File: config.mk
export PLATFORM = sky130hd
export DESIGN_NAME = fetch_ctrl
export DESIGN_NICKNAME = d
export VERILOG_FILES = /design/src/rtl/fetch_pkg.sv /design/src/rtl/fetch_queue.sv /design/src/rtl/fetch_ctrl.sv
export SDC_FILE = /design/constraint.sdc
export NUM_CORES = 1
export LEC_CHECK = 0
export ABC_AREA = 1
export CAP_MARGIN = 20
export CORE_AREA = 5 5 244 246
export DETAILED_ROUTE_END_ITERATION = 10
export DIE_AREA = 0 0 249 251
export GPL_TIMING_DRIVEN = 0
export PLACE_DENSITY = 0.59
export SYNTH_ARGS = -nofsm -noshare
export SYNTH_HDL_FRONTEND = slang
export SYNTH_SLANG_ARGS = --single-unit
File: constraint.sdc
create_clock -name clk -period 2.15 [get_ports clk]
set_clock_uncertainty 0.15 [all_clocks]
set_input_delay 0.43 -clock clk [delete_from_list [all_inputs] [get_ports clk]]
set_output_delay 0.43 -clock clk [all_outputs]
set_load 0.01 [all_outputs]
File: src/rtl/fetch_pkg.sv
// Shared types and defaults for the instruction-fetch controller.
package fetch_pkg;

  localparam int          FETCH_N        = 64;
  localparam int          FETCH_INSTR_W  = 32;
  localparam logic [63:0] PC_STEP_DEF    = 64'd4;
  localparam logic [63:0] RESET_PC_DEF   = 64'd0;

  typedef enum logic [1:0] {
    IDLE = 2'd0,
    REQ  = 2'd1,
    DROP = 2'd2
  } fetch_state_t;

  typedef struct packed {
    logic [FETCH_INSTR_W-1:0] instr;
    logic [FETCH_N-1:0]       pc;
  } fetch_entry_t;

endpackage

File: src/rtl/fetch_queue.sv
// Two-entry FIFO of fetched instructions; flush overrides push and pop.
module fetch_queue
  import fetch_pkg::*;
(
  input  logic         clk,
  input  logic         reset,
  input  logic         push,
  input  fetch_entry_t push_entry,
  input  logic         pop,
  input  logic         flush,
  output logic [1:0]   count,
  output fetch_entry_t head
);

  fetch_entry_t mem_q [2];
  fetch_entry_t mem_d [2];
  logic         wr_ptr_q, wr_ptr_d;
  logic         rd_ptr_q, rd_ptr_d;
  logic [1:0]   count_q, count_d;

  always_comb begin
    mem_d    = mem_q;
    wr_ptr_d = wr_ptr_q;
    rd_ptr_d = rd_ptr_q;
    count_d  = count_q;
    if (flush) begin
      wr_ptr_d = 1'b0;
      rd_ptr_d = 1'b0;
      count_d  = 2'd0;
    end else begin
      if (push) begin
        mem_d[wr_ptr_q] = push_entry;
        wr_ptr_d        = ~wr_ptr_q;
      end
      if (pop) begin
        rd_ptr_d = ~rd_ptr_q;
      end
      count_d = count_q + {1'b0, push} - {1'b0, pop};
    end
  end

  always_ff @(posedge clk or negedge reset) begin
    if (!reset) begin
      mem_q[0] <= '0;
      mem_q[1] <= '0;
      wr_ptr_q <= 1'b0;
      rd_ptr_q <= 1'b0;
      count_q  <= 2'd0;
    end else begin
      mem_q    <= mem_d;
      wr_ptr_q <= wr_ptr_d;
      rd_ptr_q <= rd_ptr_d;
      count_q  <= count_d;
    end
  end

  assign count = count_q;
  assign head  = mem_q[rd_ptr_q];

  // The fetch credit rule must never let a push land on a full queue.
  no_push_when_full: assert property (@(posedge clk) disable iff (!reset)
    (push && !flush) |-> (count_q != 2'd2));

endmodule

File: src/rtl/fetch_ctrl.sv
// Fetch-stage sequencer: owns the PC, issues one imem request at a time,
// buffers returns for decode and applies branch redirects.
module fetch_ctrl
  import fetch_pkg::*;
#(
  parameter int          N        = FETCH_N,
  parameter int          INSTR_W  = FETCH_INSTR_W,
  parameter logic [N-1:0] PC_STEP  = PC_STEP_DEF[N-1:0],
  parameter logic [N-1:0] RESET_PC = RESET_PC_DEF[N-1:0]
) (
  input  logic               clk,
  input  logic               reset,
  input  logic               branch_taken,
  input  logic [N-1:0]       branch_target,
  output logic               imem_req,
  output logic [N-1:0]       imem_addr,
  input  logic               imem_ack,
  input  logic [INSTR_W-1:0] imem_rdata,
  output logic               instr_valid,
  output logic [INSTR_W-1:0] instr,
  output logic [N-1:0]       instr_pc,
  input  logic               instr_ready,
  output fetch_state_t       dbg_state
);

  // Handshakes: an imem request is held with a stable address until a clock
  // edge samples imem_ack=1, which completes it. Decode takes the queue head
  // on any edge where instr_valid && instr_ready.

  fetch_state_t state_q, state_d;
  logic [N-1:0] pc_q, pc_d;
  logic [N-1:0] drop_addr_q, drop_addr_d;
  logic         push, pop, flush;
  logic [1:0]   count, next_count;
  fetch_entry_t head, push_entry;

  assign instr_valid = (count != 2'd0);
  assign pop         = instr_valid && instr_ready && !flush;
  assign next_count  = count + 2'd1 - {1'b0, pop};
  assign push_entry  = '{instr: imem_rdata, pc: pc_q};

  always_comb begin
    state_d     = state_q;
    pc_d        = pc_q;
    drop_addr_d = drop_addr_q;
    push        = 1'b0;
    flush       = 1'b0;
    imem_req    = 1'b0;
    imem_addr   = pc_q;
    case (state_q)
      IDLE: begin
        if (branch_taken) begin
          flush   = 1'b1;
          pc_d    = branch_target;
          state_d = REQ;
        end else if (count < 2'd2) begin
          state_d = REQ;
        end
      end
      REQ: begin
        imem_req = 1'b1;
        if (branch_taken) begin
          flush = 1'b1;
          pc_d  = branch_target;
          // Without an ack the old request is still in flight and must be drained.
          if (!imem_ack) begin
            state_d     = DROP;
            drop_addr_d = pc_q;
          end
        end else if (imem_ack) begin
          push    = 1'b1;
          pc_d    = pc_q + PC_STEP;
          state_d = (next_count < 2'd2) ? REQ : IDLE;
        end
      end
      DROP: begin
        imem_req  = 1'b1;
        imem_addr = drop_addr_q;
        if (branch_taken) begin
          flush = 1'b1;
          pc_d  = branch_target;
        end
        if (imem_ack) begin
          state_d = REQ;
        end
      end
      default: state_d = IDLE;
    endcase
  end

  always_ff @(posedge clk or negedge reset) begin
    if (!reset) begin
      state_q     <= IDLE;
      pc_q        <= RESET_PC;
      drop_addr_q <= RESET_PC;
    end else begin
      state_q     <= state_d;
      pc_q        <= pc_d;
      drop_addr_q <= drop_addr_d;
    end
  end

  fetch_queue u_queue (
    .clk        (clk),
    .reset      (reset),
    .push       (push),
    .push_entry (push_entry),
    .pop        (pop),
    .flush      (flush),
    .count      (count),
    .head       (head)
  );

  assign instr     = head.instr;
  assign instr_pc  = head.pc;
  assign dbg_state = state_q;

endmodule

==> After elaboration in Yosys (flattened, before gate mapping) <==
Cells that the tools add are included.
{ "classes": {"n_addsub": 5, "n_mul": 0, "n_div": 0, "magnitude_cmp": 5, "n_eq_ne": 7, "shift": 0, "n_mux": 30, "bitwise_logic": 6, "n_reduce_logical": 16} }
{ "ops": {"columns": ["op", "count"], "rows": [
  ["96-bit 2-to-1 mux", 4],
  ["64-bit 2-to-1 mux", 4],
  ["192-bit bitwise mux", 1],
  ["64-bit one-hot mux with 2 select lines", 1],
  ["96-bit demux with 1-bit select", 1],
  ["64-bit by 3-bit adder with 64-bit output (second input constant)", 1],
  ["2-bit 2-to-1 mux", 7],
  ["1-bit 2-to-1 mux", 11],
  ["3-bit != test (second input constant)", 3],
  ["2-bit nonzero test", 4],
  ["2-bit one-hot mux with 3 select lines", 1],
  ["3-bit AND reduction", 2],
  ["2-bit >= comparator (second input constant)", 2],
  ["2-bit less-than comparator (second input constant)", 2],
  ["1-bit NOT", 4],
  ["1-bit NOT with 2-bit output", 2],
  ["4-bit AND reduction", 1],
  ["2-bit OR reduction", 2],
  ["2-bit by 1-bit subtractor with 2-bit output", 2],
  ["1-bit logical AND", 3],
  ["3-bit OR reduction", 1],
  ["2-bit by 1-bit adder with 2-bit output", 1],
  ["2-bit by 1-bit adder with 2-bit output (second input constant)", 1],
  ["2-bit by 1-bit == test with 1-bit output (second input constant)", 1],
  ["7 further kinds", 7]
]} }
{ "totals": {"ff_bits": 326, "latchBits": 0, "ramBits": 0, "mem_bits_ro": 0, "output_inout_bits": 164, "elab_cells": 79, "mem_count": 0} }

==> Logic depth before layout (Yosys ltp) <==
{ "depth": {"ltp_word": 11, "depth_mapped": 12, "ltp_nobuf": 12} }

==> Hierarchy <==
Synthesis repeated with hierarchy kept, for this count alone.
{ "hier_totals": {"hier_cells": 2159, "area_unflattened_um2": 17409.2} }
{ "modules_own_cells": {"columns": ["module", "instances", "cells_per_inst", "area_per_inst_um2", "seq_area_each_um2"], "rows": [
  ["fetch_queue", 1, 847, 8926.1, 4904.7],
  ["fetch_ctrl", 1, 1312, 8483.1, 3253.1]
]} }

==> Worst setup path after synthesis <==
Ideal clock, no wire load.
{ "synth_path": {"path_type": "reg-to-output", "start": "register state_q[0], in the netlist dbg_state[0]", "end": "output port imem_addr[43]", "arrival_ns": 1.623, "required_ns": 1.570, "setup_slack_ns": -0.053, "stages_incl_launch_ff": 8, "cell_sequence": "dfrtp_1 > inv_1 > ha_1 > clkbuf_1 > clkbuf_1 > buf_2 > nand2_1 > o21ai_0"} }
{ "synth_via": {"elab_chain_len": 2} }
{ "synth_lines": {"columns": ["item", "line_no", "rtl"], "rows": [
  ["start: declaration", "fetch_ctrl.sv:30", "fetch_state_t state_q, state_d;"],
  ["start signal: assignment", "fetch_ctrl.sv:97", "state_q <= state_d;"],
  ["2-bit == test", "fetch_ctrl.sv:50", "case (state_q)"],
  ["64-bit 2-to-1 mux", "fetch_ctrl.sv:50", null],
  ["end: declaration", "fetch_ctrl.sv:16", "output logic [N-1:0] imem_addr,"]
]} }
Every way passes these cells.

==> Worst setup path after layout <==
{ "layout_path": {"start": "register state_q[0], in the netlist dbg_state[0]", "end": "output port imem_addr[50]"} }
The elaborated chain is that of the path after synthesis.

==> impl_results.md <==
- Total GRT Usage: 0.218
- Mux share of post-synthesis cell area: 0
- First-pass GRT wire length: 107 mm
- DRT Wirelength: 72.4 mm
- CP Depth: 9
- Placed insts: 3328
- Clock buffer count from CTS: 39
- DR pass1 iterations: 5
- Failing checks: negative setup slack
- Final setup fails: 485
- Rows: 88
- Delay-heaviest family, CP: buffers and inverters
- Status: finished, violations left
- EDFF count, synth: 0
- Required time worst endpoint: roughly 1.6 ns
- Top FF cell, synth: dfrtp_1
- Max VDD drop: 0.628 mV
- CTS root buf: clkbuf_16
- Worst Setup SP: dbg_state[0]
- Vias per cell: 4.96
- Layout Cells excl Fill: 3512
- Worst slew pin tran: between 0.8 and 0.9 ns
- Commonest non-fill, non-tap cells in the layout: 692 x nand2_1, 323 x dfrtp_1, 208 x o21ai_0
- Cells along the critical path: inv_2 -> ha_4 -> buf_8 -> buf_12 -> clkbuf_16 -> buf_12 -> nand2_2 -> o21ai_2 -> buf_2
- Tcrit/Tclk final: 1.24
- Hold path depth: 5
- P_int: approximately 23 mW
- Post-Synth Simple-Gate Area: 0.286
- Crit path max-delay cell type: dfrtp_2
- CP startpoint kind: register
- Post-Syn Nets: about 2400
- Reg2reg path depth: 16
- FF-to-FF setup slack: -0.40 ns
- Fin crit period: roughly 2.7 ns
- Antenna Nets Post-Route: 0
- TritonCTS clock tree: done
- Die H: ~250 µm
- H-tree levels: 2
- Syn Inst Count: around 2300
- Buffers on Ports: around 260
- Main combinational cell family by area after synthesis: simple AND/OR/NAND/NOR gates
- Drt wl/cell: 20.6 µm
- Commonest non-fill, non-tap cell in the layout: nand2_1
- RSZ-0062 raised after global routing: yes
- Bufs on Longest Clock Path: 3
- Sequential share of the synthesized area: 0.481
- Setup crit end: imem_addr[50]
- Vias in the first global route: between 15000 and 20000
- DRC Markers: 0
- Critical Path Max Stage Delay: approximately 0.41 ns
- Switch share: 0.425
- Worst-Skew Late Latency: around 0.57 ns
- XOR/XNOR Fraction of Synth Area: 0.00464
- HP Class: in2reg
- Die area: 62500 µm²
- Most used cell, CP: buf_12
- GRT overflow: 0
- Clk network pwr share: 0.171
- HPWL after DPL: approximately 50 mm
- P_leak: 12.4 nW
- Placed Instance Area: approximately 21000 µm²
- Share of flip-flops with an asynchronous set or reset: 1.00
- Buf+Inv Stages, Crit Path: 6
- Reg power frac: 0.286
- Vias: between 15000 and 20000
- Rel. slew slack: 0.414
- Slew Limit Fails: 0
- Worst setup margin: -0.512 ns
- Seq cells post-synth: around 330
- Compound-Gate Fraction of Synth Area: 0.148
- Fin nets: ~2800
- Max FO, Critical Path: 6
- Total I/O pin count: between 200 and 300
- Synth-to-Final Area Change: 51.4%
- RePlAce Congestion: just over 0.9
- Core area: about 57000 µm²
- Distinct cells, synth: 33
- Synth Cell Area: approximately 17000 µm²
- Synth Area in Adders: 0.00590
- Largest net degree at the start of global routing: about 120
- Worst EP arrival: 2.08 ns
- Antenna violations before repair: 0
- Maxcap violations: 0
- DIE WIDTH: between 200 and 250 µm
- CTS clk-pin slew, worst paths: roughly 0.06 ns
- Antenna cells: 0
- Clock sink count: ~330
- P_sw: between 15 and 20 mW
- Post-route design area: approximately 26000 µm²
- Comb pwr share: 0.543
- Reg-to-Reg End: u_queue.mem_q[111]
- Worst setup EP type: primary output
- Starting density of the core: 0.297
- Pwr dens: around 1500 nW/µm²
- Avg Synthesized Cell Area: 7.39 µm²
- Fmax: approximately 380 MHz
- Dpl ws: -1.42 ns
- Final hold violation count: 0
- Layout cells sized above 1: 0.320
- Starting DRT DRC Count: approximately 1400
- Crit Path Class: reg2out
- FF-to-FF Start: dbg_state[1]
- Synth warnings: 0
-- area by class of cell --
cell class	count	area (µm²)
fillers	5538	31400
multi-input cells	1682	8970
flip-flops and latches	326	8160
repair buffers	389	4310
plain buffers	112	1350
clock buffers	57	1150
well taps	765	957
inverters	170	672
clock inverters	10	120
repair inverters	1	8.76
-- cell families after synthesis --
group           after synthesis
flops                       326
buf+inv                     288
simple gates               1229
fa+ha+maj                     8
compound gates              436
xor+xnor                      9
-- how the worst min path moves through the flow --
| stage | startpoint | end | slack, ns |
|---|---|---|---|
| 6_report | branch_taken | u_queue.wr_ptr_q | 0.13 |
| 5_1_grt | branch_taken | u_queue.wr_ptr_q | 0.18 |
| 4_1_cts | branch_taken | u_queue.wr_ptr_q | 0.07 |
| 3_5_place_dp | u_queue.mem_q[177] | u_queue.mem_q[177] | 0.32 |
| 3_3_place_gp | u_queue.mem_q[190] | u_queue.mem_q[190] | 0.31 |
| 2_1_floorplan | reset | dbg_state[0] | -0.02 |
-- metrics by stage --
stage | util | total power, mW | setup TNS (ns) | hold WS (ns)
after detailed placement | 0.362 | 26.9 | -234.87 | 0.318
after floorplan | - | 18.9 | 0 | -0.0156
final | 0.450 | 39.2 | -128.04 | 0.129
after global routing | 0.450 | 41.6 | -166.41 | 0.178
after CTS | 0.423 | 36.6 | -75.13 | 0.0735
after global placement | 0.360 | 26.6 | -4786.98 | 0.314
-- registers in the layout, indices dropped and copies added, names as in the netlist --
| name | flops |
|---|---|
| u_queue.count | 2 |
| u_queue.rd_ptr_q | 1 |
| u_queue.mem_q | 192 |
| pc_q | 64 |
| dbg_state | 2 |
| drop_addr_q | 64 |
| u_queue.wr_ptr_q | 1 |
-- per-layer routing --
| layer | share of wire | global-route usage | routed length [µm] | vias to the layer above |
|---|---|---|---|---|
| li1 | - | - | - | 8162 |
| met1 | 0.43 | 0.289 | 31000 | 8522 |
| met2 | 0.48 | 0.369 | 34900 | 615 |
| met3 | 0.056 | 0.0356 | 4080 | 129 |
| met4 | 0.035 | 0.0694 | 2510 | 0 |
| met5 | 0 | 0 | 0 | - |
-- cell usage after synthesis (3+ instances only) --
library cell / instances / area share
nand2_1: 925 / 0.20
dfrtp_1: 326 / 0.48
o21ai_0: 282 / 0.083
nor2_1: 185 / 0.041
inv_1: 164 / 0.036
nand3_1: 75 / 0.022
o21ai_2: 71 / 0.037
clkbuf_1: 68 / 0.015
o21ai_1: 27 / 0.0080
buf_2: 21 / 0.0062
a21oi_1: 20 / 0.0059
buf_6: 20 / 0.013
o22ai_1: 19 / 0.0070
nand4_1: 11 / 0.0041
a22oi_1: 9 / 0.0040
nor2_2: 9 / 0.0033
buf_1: 8 / 0.0018
ha_1: 8 / 0.0059
nor2_4: 8 / 0.0053
xor2_1: 8 / 0.0041
inv_2: 6 / 0.0013
nor3_1: 6 / 0.0018
nand2_2: 5 / 0.0018
o21bai_1: 4 / 0.0018
or2_2: 3 / 0.0011
-- power groups by stage --
stage	Sequential (mW)	Clock, mW	Combinational (mW)
final	11.2	6.70	21.3
after global routing	11.5	7.04	23.0
after floorplan	10.3	0	8.63
after CTS	10.9	6.81	18.9
after global placement	10.7	0	15.9
after detailed placement	10.8	0	16.1
-- worst reg2reg max path: cells and delay by family, from the launching register on --
family	cells	cell delay (ns)
AOI/OAI and AO/OA	1	0.05
and+or+nand+nor	4	0.48
buffers and inverters	10	1.17
DFF	1	0.43
adders and majority gates	1	0.13
-- what timing repair did --
action	4_1_cts	5_1_grt
hold buffers	1	0
pin swaps	60	76
endpoints found under the setup margin	399	481
hold endpoints to repair	103	0
setup buffers	74	28
resized for setup	1242	391
cloned	20	14
No activity file was read; power rests on OpenSTA's default activity.
